File: config.mk
export PLATFORM = sky130hd
export DESIGN_NAME = spi_adc_reader
export DESIGN_NICKNAME = d
export VERILOG_FILES = /design/src/rtl/adc_spi_pkg.sv /design/src/rtl/adc_crc8_serial.sv /design/src/rtl/spi_adc_reader.sv
export SDC_FILE = /design/constraint.sdc
export NUM_CORES = 1
export LEC_CHECK = 0
export CAP_MARGIN = 20
export CORE_MARGIN = 8
export CORE_UTILIZATION = 58
export CTS_CLUSTER_DIAMETER = 120
export DETAILED_ROUTE_END_ITERATION = 6
export GPL_TIMING_DRIVEN = 0
export PLACE_DENSITY = 0.83
export SLEW_MARGIN = 20
export SYNTH_ARGS = -nofsm -noshare
export SYNTH_HDL_FRONTEND = slang
export SYNTH_HIERARCHICAL = 1
export SYNTH_SLANG_ARGS = --single-unit
export TNS_END_PERCENT = 10
File: constraint.sdc
create_clock -name clk -period 4.4 [get_ports clk]
set_clock_uncertainty 0.05 [all_clocks]
set_input_delay 0.88 -clock clk [delete_from_list [all_inputs] [get_ports clk]]
set_output_delay 0.88 -clock clk [all_outputs]
set_load 0.03 [all_outputs]
File: src/rtl/adc_spi_pkg.sv
// Shared definitions for the ADC SPI read and write paths: FSM state encoding,
// CRC polynomial, command layout and common timing defaults.
package adc_spi_pkg;

  typedef enum logic [2:0] {
    ST_IDLE,
    ST_SETUP,
    ST_LOW,
    ST_HIGH,
    ST_HOLD,
    ST_DONE
  } adc_spi_state_e;

  localparam logic [7:0] ADC_CRC_POLY = 8'h07;
  localparam int ADC_CRC_BITS = 8;

  localparam int ADC_CMD_BITS   = 16;
  localparam int ADC_RDATA_BITS = 24;
  // MSB of the command word selects the access direction; 1 means read.
  localparam int ADC_RW_BIT     = ADC_CMD_BITS - 1;

  localparam int ADC_HALF_PER  = 3;
  localparam int ADC_SETUP_CYC = 4;
  localparam int ADC_HOLD_CYC  = 2;

  function automatic logic [ADC_CMD_BITS-1:0] adc_read_cmd(input logic [ADC_RW_BIT-1:0] addr);
    return {1'b1, addr};
  endfunction

endpackage

File: src/rtl/adc_crc8_serial.sv
// Bit-serial CRC-8 (MSB first) with synchronous clear and enable; one data bit
// per enabled clock. Shared by the ADC read and write paths.
module adc_crc8_serial
  import adc_spi_pkg::*;
#(
  parameter logic [7:0] POLY = ADC_CRC_POLY
) (
  input  logic       clk,
  input  logic       rst,
  input  logic       clr_i,
  input  logic       en_i,
  input  logic       d_i,
  output logic [7:0] crc_o
);

  logic [7:0] crc_q, crc_d;
  logic       fb;

  always_comb begin
    fb    = crc_q[7] ^ d_i;
    crc_d = crc_q;
    if (clr_i) begin
      crc_d = 8'h00;
    end else if (en_i) begin
      crc_d = {crc_q[6:0], 1'b0} ^ (fb ? POLY : 8'h00);
    end
  end

  always_ff @(posedge clk or posedge rst) begin
    if (rst) begin
      crc_q <= 8'h00;
    end else begin
      crc_q <= crc_d;
    end
  end

  assign crc_o = crc_q;

endmodule

File: src/rtl/spi_adc_reader.sv
// SPI mode-0 read master for the radar ADC: shifts out a command, captures the
// response word. Define ADC_RD_CRC_EN to append and check a trailing CRC-8 byte.
//
//   state | meaning
//   IDLE  | CS high, waiting for start
//   SETUP | CS low, command MSB on MOSI, SCLK low
//   HIGH  | SCLK high half-period, MISO sampled on first cycle
//   LOW   | SCLK low half-period, MOSI advances on entry
//   HOLD  | SCLK low, CS still asserted after the last bit
//   DONE  | CS high, rdata/rdata_valid presented
module spi_adc_reader
  import adc_spi_pkg::*;
#(
  parameter int CMD_BITS   = ADC_CMD_BITS,
  parameter int RDATA_BITS = ADC_RDATA_BITS,
  parameter int HALF_PER   = ADC_HALF_PER,
  parameter int SETUP_CYC  = ADC_SETUP_CYC,
  parameter int HOLD_CYC   = ADC_HOLD_CYC
) (
  input  logic                  clk,
  input  logic                  rst,
  input  logic                  start,
  input  logic [CMD_BITS-1:0]   cmd,
  output logic                  busy,
  output logic [RDATA_BITS-1:0] rdata,
  output logic                  rdata_valid,
  output logic                  crc_err,
  output logic                  o_cs,
  output logic                  o_sclk,
  output logic                  o_mosi,
  input  logic                  i_miso
);

`ifdef ADC_RD_CRC_EN
  localparam int CRC_BITS = ADC_CRC_BITS;
`else
  localparam int CRC_BITS = 0;
`endif
  localparam int TOTAL = CMD_BITS + RDATA_BITS + CRC_BITS;
  localparam int CW    = $clog2(TOTAL + 1);
  localparam int PMAX  = (HALF_PER > SETUP_CYC) ?
                         ((HALF_PER > HOLD_CYC) ? HALF_PER : HOLD_CYC) :
                         ((SETUP_CYC > HOLD_CYC) ? SETUP_CYC : HOLD_CYC);
  localparam int PW    = $clog2(PMAX + 1);

  localparam logic [PW-1:0] HALF_LD  = PW'(HALF_PER - 1);
  localparam logic [PW-1:0] SETUP_LD = PW'(SETUP_CYC - 1);
  localparam logic [PW-1:0] HOLD_LD  = PW'(HOLD_CYC - 1);
  localparam logic [CW-1:0] TOTAL_C  = CW'(TOTAL);
  localparam logic [CW-1:0] CMD_C    = CW'(CMD_BITS);
  localparam logic [CW-1:0] DEND_C   = CW'(CMD_BITS + RDATA_BITS);

  adc_spi_state_e        state_q, state_d;
  logic [PW-1:0]         ph_q, ph_d;
  logic [CW-1:0]         bit_q, bit_d;
  logic [CMD_BITS-1:0]   sh_q, sh_d;
  logic [RDATA_BITS-1:0] cap_q, rdata_q;
  logic                  miso_q, valid_q, cs_q, sclk_q;
  logic                  cs_d, sclk_d, done_d;
  logic                  accept, cap_en, data_bit;

  assign accept   = (state_q == ST_IDLE) && start;
  assign cap_en   = (state_q == ST_HIGH) && (ph_q == HALF_LD) && (bit_q >= CMD_C);
  assign data_bit = (bit_q < DEND_C);

  always_comb begin
    state_d = state_q;
    ph_d    = ph_q;
    bit_d   = bit_q;
    sh_d    = sh_q;
    case (state_q)
      ST_IDLE: begin
        if (start) begin
          state_d = ST_SETUP;
          ph_d    = SETUP_LD;
          bit_d   = '0;
          sh_d    = cmd;
        end
      end
      ST_SETUP: begin
        if (ph_q == '0) begin
          state_d = ST_HIGH;
          ph_d    = HALF_LD;
        end else begin
          ph_d = ph_q - 1'b1;
        end
      end
      ST_HIGH: begin
        if (ph_q == '0) begin
          state_d = ST_LOW;
          ph_d    = HALF_LD;
          bit_d   = bit_q + 1'b1;
          // zero fill leaves MOSI low once the command has been shifted out
          sh_d    = {sh_q[CMD_BITS-2:0], 1'b0};
        end else begin
          ph_d = ph_q - 1'b1;
        end
      end
      ST_LOW: begin
        if (ph_q == '0) begin
          if (bit_q == TOTAL_C) begin
            state_d = ST_HOLD;
            ph_d    = HOLD_LD;
          end else begin
            state_d = ST_HIGH;
            ph_d    = HALF_LD;
          end
        end else begin
          ph_d = ph_q - 1'b1;
        end
      end
      ST_HOLD: begin
        if (ph_q == '0) begin
          state_d = ST_DONE;
        end else begin
          ph_d = ph_q - 1'b1;
        end
      end
      ST_DONE: state_d = ST_IDLE;
      default: state_d = ST_IDLE;
    endcase
    cs_d   = (state_d == ST_IDLE) || (state_d == ST_DONE);
    sclk_d = (state_d == ST_HIGH);
    done_d = (state_d == ST_DONE);
  end

  always_ff @(posedge clk or posedge rst) begin
    if (rst) begin
      state_q <= ST_IDLE;
      ph_q    <= '0;
      bit_q   <= '0;
      sh_q    <= '0;
      miso_q  <= 1'b0;
      cap_q   <= '0;
      rdata_q <= '0;
      valid_q <= 1'b0;
      cs_q    <= 1'b1;
      sclk_q  <= 1'b0;
    end else begin
      state_q <= state_d;
      ph_q    <= ph_d;
      bit_q   <= bit_d;
      sh_q    <= sh_d;
      miso_q  <= i_miso;
      cs_q    <= cs_d;
      sclk_q  <= sclk_d;
      valid_q <= done_d;
      if (cap_en && data_bit) begin
        cap_q <= {cap_q[RDATA_BITS-2:0], miso_q};
      end
      if (done_d) begin
        rdata_q <= cap_q;
      end
    end
  end

`ifdef ADC_RD_CRC_EN
  logic [7:0] crc_calc, crc_rx_q;
  logic       crc_err_q;

  adc_crc8_serial #(.POLY(ADC_CRC_POLY)) u_crc (
    .clk   (clk),
    .rst   (rst),
    .clr_i (accept),
    .en_i  (cap_en && data_bit),
    .d_i   (miso_q),
    .crc_o (crc_calc)
  );

  always_ff @(posedge clk or posedge rst) begin
    if (rst) begin
      crc_rx_q  <= 8'h00;
      crc_err_q <= 1'b0;
    end else begin
      if (cap_en && !data_bit) begin
        crc_rx_q <= {crc_rx_q[6:0], miso_q};
      end
      if (done_d) begin
        crc_err_q <= (crc_calc != crc_rx_q);
      end
    end
  end

  assign crc_err = crc_err_q;
`else
  assign crc_err = 1'b0;
`endif

  // The bit counter is sized to hold TOTAL; exceeding it means the frame control is broken.
  assert property (@(posedge clk) disable iff (rst) bit_q <= TOTAL_C);

  assign busy        = (state_q != ST_IDLE);
  assign rdata       = rdata_q;
  assign rdata_valid = valid_q;
  assign o_cs        = cs_q;
  assign o_sclk      = sclk_q;
  assign o_mosi      = sh_q[CMD_BITS-1];

endmodule

==> Word level (Yosys, flattened, before mapping) <==
Cells that the tools add are included.
{ "op_classes": {"n_addsub": 2, "order_cmp": 2, "n_eq_ne": 11, "muxes": 19, "reduce_logical": 13} }
{ "op_table": {"columns": ["cell", "n"], "rows": [
  ["16-bit two-way mux", 2],
  ["16-bit case mux with 2 select lines", 1],
  ["3-bit two-way mux", 10],
  ["3-bit case mux with 5 select lines", 1],
  ["3-bit by 2-bit == test with 1-bit output, second input constant", 4],
  ["6-bit two-way mux", 2],
  ["3-bit case mux with 4 select lines", 1],
  ["6-bit case mux with 2 select lines", 1],
  ["3-bit zero test", 3],
  ["6-bit by 1-bit adder with 6-bit output, second input constant", 1],
  ["3-bit == test, second input constant", 2],
  ["6-bit == test, second input constant", 1],
  ["6-bit by 5-bit >= comparator with 1-bit output, second input constant", 1],
  ["6-bit < comparator, second input constant", 1],
  ["3-bit AND reduction", 2],
  ["2-bit != test, second input constant", 2],
  ["4-bit nonzero test", 1],
  ["3-bit by 1-bit == test with 1-bit output, second input constant", 1],
  ["1-bit logical AND", 3],
  ["3-bit nonzero test", 1],
  ["3-bit by 1-bit subtractor with 3-bit output, second input constant", 1],
  ["2-bit two-way mux", 1],
  ["2-bit by 1-bit != test with 1-bit output, second input constant", 1],
  ["2-bit nonzero test", 1],
  ["other kinds (2)", 2]
]} }
{ "word_totals": {"regBits": 80, "inputBits": 20, "out_inout_bits": 30, "wordCells": 57} }

==> Logic depth before layout (Yosys ltp) <==
Gate-level depths: netlist (run 1).
{ "logic_depth": {"depth_word": 6, "ltp_mapped": 8} }

==> Least setup slack after synthesis (run 1) <==
OpenSTA, ideal clock, no wires.
{ "synth_timing": {"kind": "input -> register", "start": "input port start", "end": "register bit_q[3]", "arrival_ns": 2.047, "t_required_ns": 4.272, "setup_slack_ns": 2.226, "path_stages": 5, "path_buffers": 1, "path_cell_list": "or3b_1 -> a21o_1 -> buf_2 -> or3_1 -> a21oi_1"} }
{ "synth_between": {"elab_chain_len": 2} }
{ "synth_rtl": {"columns": ["element", "line_no", "source"], "rows": [
  ["start, declared", "spi_adc_reader.sv:22", "input logic start,"],
  ["2-bit != test (no line)", null, null],
  ["3-bit AND reduction (no line)", null, null],
  ["end signal, assigned", "spi_adc_reader.sv:142", "bit_q <= bit_d;"],
  ["end, declared", "spi_adc_reader.sv:55", "logic [CW-1:0] bit_q, bit_d;"]
]} }
Every way passes these cells.
A chain may end at the register's enable or synchronous reset.

==> Worst setup path in the final report (run 1) <==
{ "layout_timing": {"start": "register state_q[2]", "end": "output port busy"} }
{ "layout_between": {"elab_chain_len": 1} }
{ "layout_rtl": {"columns": ["element", "line_no", "source"], "rows": [
  ["start, declared", "spi_adc_reader.sv:53", "adc_spi_state_e state_q, state_d;"],
  ["start signal, assigned", "spi_adc_reader.sv:140", "state_q <= state_d;"],
  ["3-bit nonzero test", "spi_adc_reader.sv:192", "assign busy = (state_q != ST_IDLE);"],
  ["end, declared", "spi_adc_reader.sv:24", "output logic busy,"]
]} }
Every way passes these cells.

==> key figures, run 1 <==
Layout
  – Final net count: 353
  – Area Overhead vs Synth: 24.0%
  – Commonest non-fill, non-tap cell in the layout: dfrtp_1
  – Design Area, Final: 4360 sq um
  – Most frequent cells in the layout: dfrtp_1 (79), clkdlybuf4s50_1 (48), mux2_2 (29), mux2_4 (20), o21ai_0 (19)
  – # diodes: 0
  – # fillers: 401
  – Area occupied by registers: 2000 sq um
  – Area of the multi-input gates: 1400 sq um
  – Layout cells sized above 1: 0.237
  – Post-layout util: 0.740

Timing
  – PnR worst setup slack: 1.35 ns
  – Endpoints failing setup: 0
  – Hold Vio Cnt, Final: 0
  – Tmin final: 3.05 ns
  – TNS Setup: 0 ns
  – Worst hold slack: 0.437 ns
  – Final Slew Violations: 0
  – Max Freq: 0.328 GHz
  – Period utilization: 0.693
  – Worst rel slew slack: 0.302
  – RSZ-0062 raised after global routing: false
  – Worst-Margin Slew: 1.03 ns

Detailed routing
  – DR DRC count: 0
  – Pre-antenna DRT Iters: 4
  – Iteration-0 DRC count of the detailed router: 86
  – Vias: 2252
  – Detailed Route WL: 6750 um
  – Post-DR vias/cell: 5.51
  – Antenna Nets Post-Route: 0
  – Post-DR wirelength/cell: 16.5 um

Placed design
  – Area post-placement: 4120 sq um
  – Post-place setup slack: 1.54 ns
  – Buffers on Ports: 48
  – Dpl hpwl: 4670 um
  – GPL Wtd Cong: 0.807

Power and ir drop
  – Leak: 2.11 nW
  – Max VDD drop: 0.291 mV
  – Power Density: 510 nW/um^2

Global routing
  – Total grt overflow: 0
  – First-pass GRT wire length: 11400 um
  – Largest net degree at the start of global routing: 55
  – Vias in the first global route: 2366
  – Total GRT Usage: 0.162
  – Initial antenna violation count: 0

Logic synthesis
  – Synthesized flop and latch total: 80
  – Post-synth top area share: 0.562
  – Prevailing post-synth register cell: dfrtp_1
  – Post-synthesis sequential area ratio: 0.570
  – Synth area leaders: dfrtp_1 (56%), mux2_2 (9.3%), mux2_4 (8.5%)
  – Asr flop ratio synth: 1.00
  – Cell variety after synth: 43
  – Mapped Nets: 293
  – Number of synthesized flops with an enable pin: 0
  – Synthesized area: 3520 sq um
  – Synth Warn #: 6
  – Syn_area_per_cell: 13.1 sq um
  – Leading area contributor after synthesis: dfrtp_1
  – Synth Instances: 269

CTS
  – CTS resizes: 0
  – Max clock buf depth: 2
  – Hold bufs inserted after CTS: 0
  – Clock sinks: 80
  – H-tree depth: 3
  – Clock Latency Late Sink: 0.35 ns
  – CTS tree: yes
  – CTS root buf: clkbuf_8
  – Postcts setup bufs: 0
  – TritonCTS Buffers: 9
  – Clock-pin transition on the worst setup and hold timing paths: 0.08 ns

Setup path
  – CP Max Fanout: 10
  – Largest stage delay, worst path: 0.60 ns
  – Worst Path Arrival: 2.12 ns
  – Slowest CP cell: clkdlybuf4s50_1
  – Critical Path, Cell by Cell: buf_2 -> buf_1 -> or3_1 -> clkdlybuf4s50_1
  – Worst EP required: 3.47 ns
  – Crit Path Class: flop to output port
  – Critical Path End Type: output port
  – FF-to-FF path depth: 6
  – Crit start category: flop

Status
  – Status: finished clean

Job
  – # Max-Cap Violations: 0

Floorplan
  – Core box area: 5890 sq um
  – Die width: 93.9 um
  – Die area: 8810 sq um
  – Chip height: 93.9 um
  – Ports: 50
  – FP Rows: 28
  – Initial Util: 0.597

Worst hold path
  – Hold Crit Depth: 2
  – Hold crit path type: flop to flop
==> path summary, 6_finish.rpt <==
path                       startpoint         to  slack, ns
max in group asynchronous         rst  cap_q[17]       2.93
max                        state_q[2]       busy       1.35
min reg2reg                   sh_q[5]    sh_q[5]       0.44
min in group asynchronous         rst    sh_q[8]       0.81
min                           sh_q[5]    sh_q[5]       0.44
max reg2reg                   ph_q[0]   rdata[9]       2.01
==> per-layer routing <==
metal / vias to the layer above / wire length, um / track usage
met3: 7 / 434 / 0.0536
met1: 1128 / 3020 / 0.204
li1: 1065 / - / -
met2: 52 / 3220 / 0.254
met5: - / 0 / 0
met4: 0 / 73 / 0.0608
==> report_power, final <==
group | switching [W] | total, W | internal (W)
clock network | 0.000271 | 0.000627 | 0.000356
registers | 0.0000952 | 0.000958 | 0.000863
logic | 0.000347 | 0.000638 | 0.000291
total | 0.000713 | 0.00222 | 0.00151
==> cells by family after synthesis <==
logic type,after synthesis,share of synthesized area
flip-flops,80,0.570
multiplexers,65,0.224
AND/OR/NAND/NOR,54,0.0826
AO/OA/AOI/OAI,40,0.0690
buffers and inverters,22,0.0320
adder cells (fa/ha/maj),4,0.0142
XOR/XNOR,3,0.00747
other,1,0.00107
==> cell type report <==
cell class	count	area share
well taps	75	0.0215
flip-flops and latches	80	0.460
plain buffers	16	0.0207
inverters	6	0.00574
clock buffers	11	0.0347
repair buffers	49	0.117
multi-input cells	167	0.321
clock inverters	5	0.0198
==> stage by stage <==
stage	std cells	power, W
floorplan	269	0.00144
global placement	392	0.00157
detailed placement	393	0.00161
CTS	409	0.00223
global route	409	0.00235
finish	409	0.00222
==> cells in the mapped netlist (2+ instances only) <==
cell type and instances:
xnor2_1 3, a22o_1 3, a22oi_1 2, buf_6 2, mux2i_1 16, a211oi_1 3
o21ai_0 19, nor2b_1 2, nand3b_1 3, inv_1 6, clkbuf_1 5, or3_1 5
nor4b_1 2, buf_4 2, dfrtp_1 79, nor2_1 9, a21oi_1 6, ha_1 4
nand3_1 5, buf_2 6, mux2_4 20, mux2_2 29, nand2_1 18
==> worst max-delay path: cells and delay by family, from the launching register on <==
| family | cells | cell delay [ns] |
|---|---|---|
| buffers and inverters | 3 | 1.01 |
| and+or+nand+nor | 1 | 0.39 |
| DFF | 1 | 0.37 |
==> sequential cells by signal, summed over array words and instances (netlist names) <==
register,cells
cap_q,24
rdata,24
o_sclk,1
ph_q,3
state_q,3
sh_q,16
miso_q,1
bit_q,6
o_cs,1
rdata_valid,1
Note: power is estimated with default switching activity, not from simulation.
==> run 2: changes to the inputs <==
--- a/config.mk
+++ b/config.mk
@@ -7,11 +7,11 @@
 export LEC_CHECK = 0
 export CAP_MARGIN = 20
 export CORE_MARGIN = 8
-export CORE_UTILIZATION = 58
+export CORE_UTILIZATION = 49
 export CTS_CLUSTER_DIAMETER = 120
 export DETAILED_ROUTE_END_ITERATION = 6
 export GPL_TIMING_DRIVEN = 0
-export PLACE_DENSITY = 0.83
+export PLACE_DENSITY = 0.75
 export SLEW_MARGIN = 20
 export SYNTH_ARGS = -nofsm -noshare
 export SYNTH_HDL_FRONTEND = slang
==> constraint.sdc (replaced) <==
create_clock -name clk -period 2.8 [get_ports clk]
set_clock_uncertainty 0.05 [all_clocks]
set_input_delay 0.56 -clock clk [delete_from_list [all_inputs] [get_ports clk]]
set_output_delay 0.56 -clock clk [all_outputs]
set_load 0.03 [all_outputs]
==> run 2 against run 1 <==
Effect of this change: via count fell by 2.0%; sequential share of layout area fell by 0.24 points; cell count grew 5.9%; non-clock buffer count unchanged; flip-flop and latch count unchanged; first-iteration DRC count fell by 41%; die area increased by 15%; sequential power grew 57%; critical path depth increased by 2; worst setup slack got worse by 0.92 ns; worst hold slack improved by 0.0026 ns; routed wire length is 4.4% lower; critical path type is now flop to flop.
==> key figures, run 2 (same netlist as run 1, synthesis figures left out) <==
Timing
  – Hold Vio Cnt, Final: 0
  – Final Slew Violations: 0
  – Period utilization: 0.848
  – Max Freq: 0.421 GHz
  – TNS Setup: 0 ns
  – Tmin final: 2.38 ns
  – Worst rel slew slack: 0.558
  – RSZ-0062 raised after global routing: false
  – Endpoints failing setup: 0
  – Worst-Margin Slew: 0.663 ns

Power and ir drop
  – Leak: 2.10 nW
  – Max VDD drop: 0.375 mV
  – Overall Power: 0.00343 W
  – Power Density: 782 nW/um^2

Setup path
  – Crit Path Class: flop to flop
  – WP buf/inv: 2
  – Largest stage delay, worst path: 0.51 ns
  – CP top delay family: simple AND/OR/NAND/NOR gates
  – Critical Path, Cell by Cell: inv_1 -> ha_1 -> nand2b_1 -> nor3_2 -> buf_2 -> mux2_2
  – Worst EP required: 2.98 ns
  – Critical Path End Type: flop
  – CP Max Fanout: 10
  – Crit start category: flop
  – Worst Path Arrival: 2.56 ns
  – Slowest CP cell: nor3_2

Floorplan
  – Die area: 10100 sq um
  – Ports: 50
  – Core box area: 7100 sq um
  – Chip height: 101 um
  – FP Rows: 31
  – Initial Util: 0.495
  – Die width: 101 um

Detailed routing
  – Vias: 2206
  – Iteration-0 DRC count of the detailed router: 51
  – Detailed Route WL: 6450 um
  – Post-DR wirelength/cell: 14.9 um
  – Post-DR vias/cell: 5.09
  – Pre-antenna DRT Iters: 4
  – Antenna Nets Post-Route: 0
  – DR DRC count: 0

Job
  – # Max-Cap Violations: 0

Global routing
  – Largest net degree at the start of global routing: 53
  – First-pass GRT wire length: 11100 um
  – Vias in the first global route: 2312
  – Total GRT Usage: 0.140
  – Initial antenna violation count: 0
  – Total grt overflow: 0

CTS
  – Hold bufs inserted after CTS: 0
  – CTS root buf: clkbuf_8
  – Clock sinks: 80
  – Postcts setup bufs: 0
  – TritonCTS Buffers: 9
  – CTS resizes: 0
  – Clock Latency Late Sink: 0.35 ns
  – CTS tree: yes
  – Clock-pin transition on the worst setup and hold timing paths: 0.08 ns
  – Max clock buf depth: 2
  – H-tree depth: 3

Layout
  – Post-layout util: 0.617
  – Area Overhead vs Synth: 24.6%
  – Commonest non-fill, non-tap cell in the layout: dfrtp_1
  – Layout cells sized above 1: 0.234
  – Most frequent cells in the layout: dfrtp_1 (79), clkdlybuf4s50_1 (47), mux2_2 (29), mux2_4 (20), o21ai_0 (19)
  – # diodes: 0
  – Non-filler cells, final: 433
  – Final net count: 353

Placed design
  – Dpl hpwl: 4430 um
  – Buffers on Ports: 48
  – GPL Wtd Cong: 0.794
  – Placed cells: 417

Status
  – Status: finished clean

Worst hold path
  – Hold crit path type: flop to flop
[run 2: worst reg2reg max path, stage by stage (launching register included)]
cell and delay (ns):
dfrtp_1 0.38, inv_1 0.14, ha_1 0.26, nand2b_1 0.19
nor3_2 0.51, buf_2 0.36, mux2_2 0.37
[run 2: layout make-up]
| class | count | area [sq um] |
|---|---|---|
| fillers | 568 | 2720 |
| flip-flops and latches | 80 | 2000 |
| multi-input cells | 167 | 1410 |
| repair buffers | 49 | 510 |
| clock buffers | 12 | 145 |
| well taps | 99 | 124 |
| plain buffers | 16 | 90.1 |
| clock inverters | 4 | 76.3 |
| inverters | 6 | 25.0 |
[run 2: worst paths after layout]
| path | startpoint | to | slack (ns) | cells after the start |
|---|---|---|---|---|
| max | ph_q[0] | rdata[20] | 0.42 | 6 |
| min | sh_q[5] | sh_q[5] | 0.44 | 2 |
| max in group asynchronous | rst | o_cs | 1.59 | 3 |
| min in group asynchronous | rst | sh_q[11] | 0.50 | 2 |
| max reg2reg | ph_q[0] | rdata[20] | 0.42 | 6 |
| min reg2reg | sh_q[5] | sh_q[5] | 0.44 | 2 |
[run 2: report_power, final]
group	internal (W)	switching, W	total, W	leakage [nW]
clock network	0.000531	0.000407	0.000938	0.107
logic	0.000458	0.000531	0.000989	0.924
registers	0.00136	0.000142	0.00150	1.07
total	0.00235	0.00108	0.00343	2.10
[run 2: routing by layer]
| layer | routed length (um) | vias up | GRT usage |
|---|---|---|---|
| li1 | - | 1065 | - |
| met1 | 2990 | 1087 | 0.176 |
| met5 | 0 | - | 0 |
| met2 | 2960 | 42 | 0.207 |
| met4 | 121 | 0 | 0.0733 |
| met3 | 388 | 12 | 0.0490 |
[run 2: through the flow]
step           setup WS (ns)  hold WS [ns]  instance area, sq um
6_report               0.425         0.439                  4380
5_1_grt                0.201         0.459                  4380
4_1_cts               0.0517         0.441                  4370
3_5_place_dp           0.274         0.422                  4150
3_3_place_gp           -1.09         0.413                  4120
2_1_floorplan          0.140         0.399                  3520
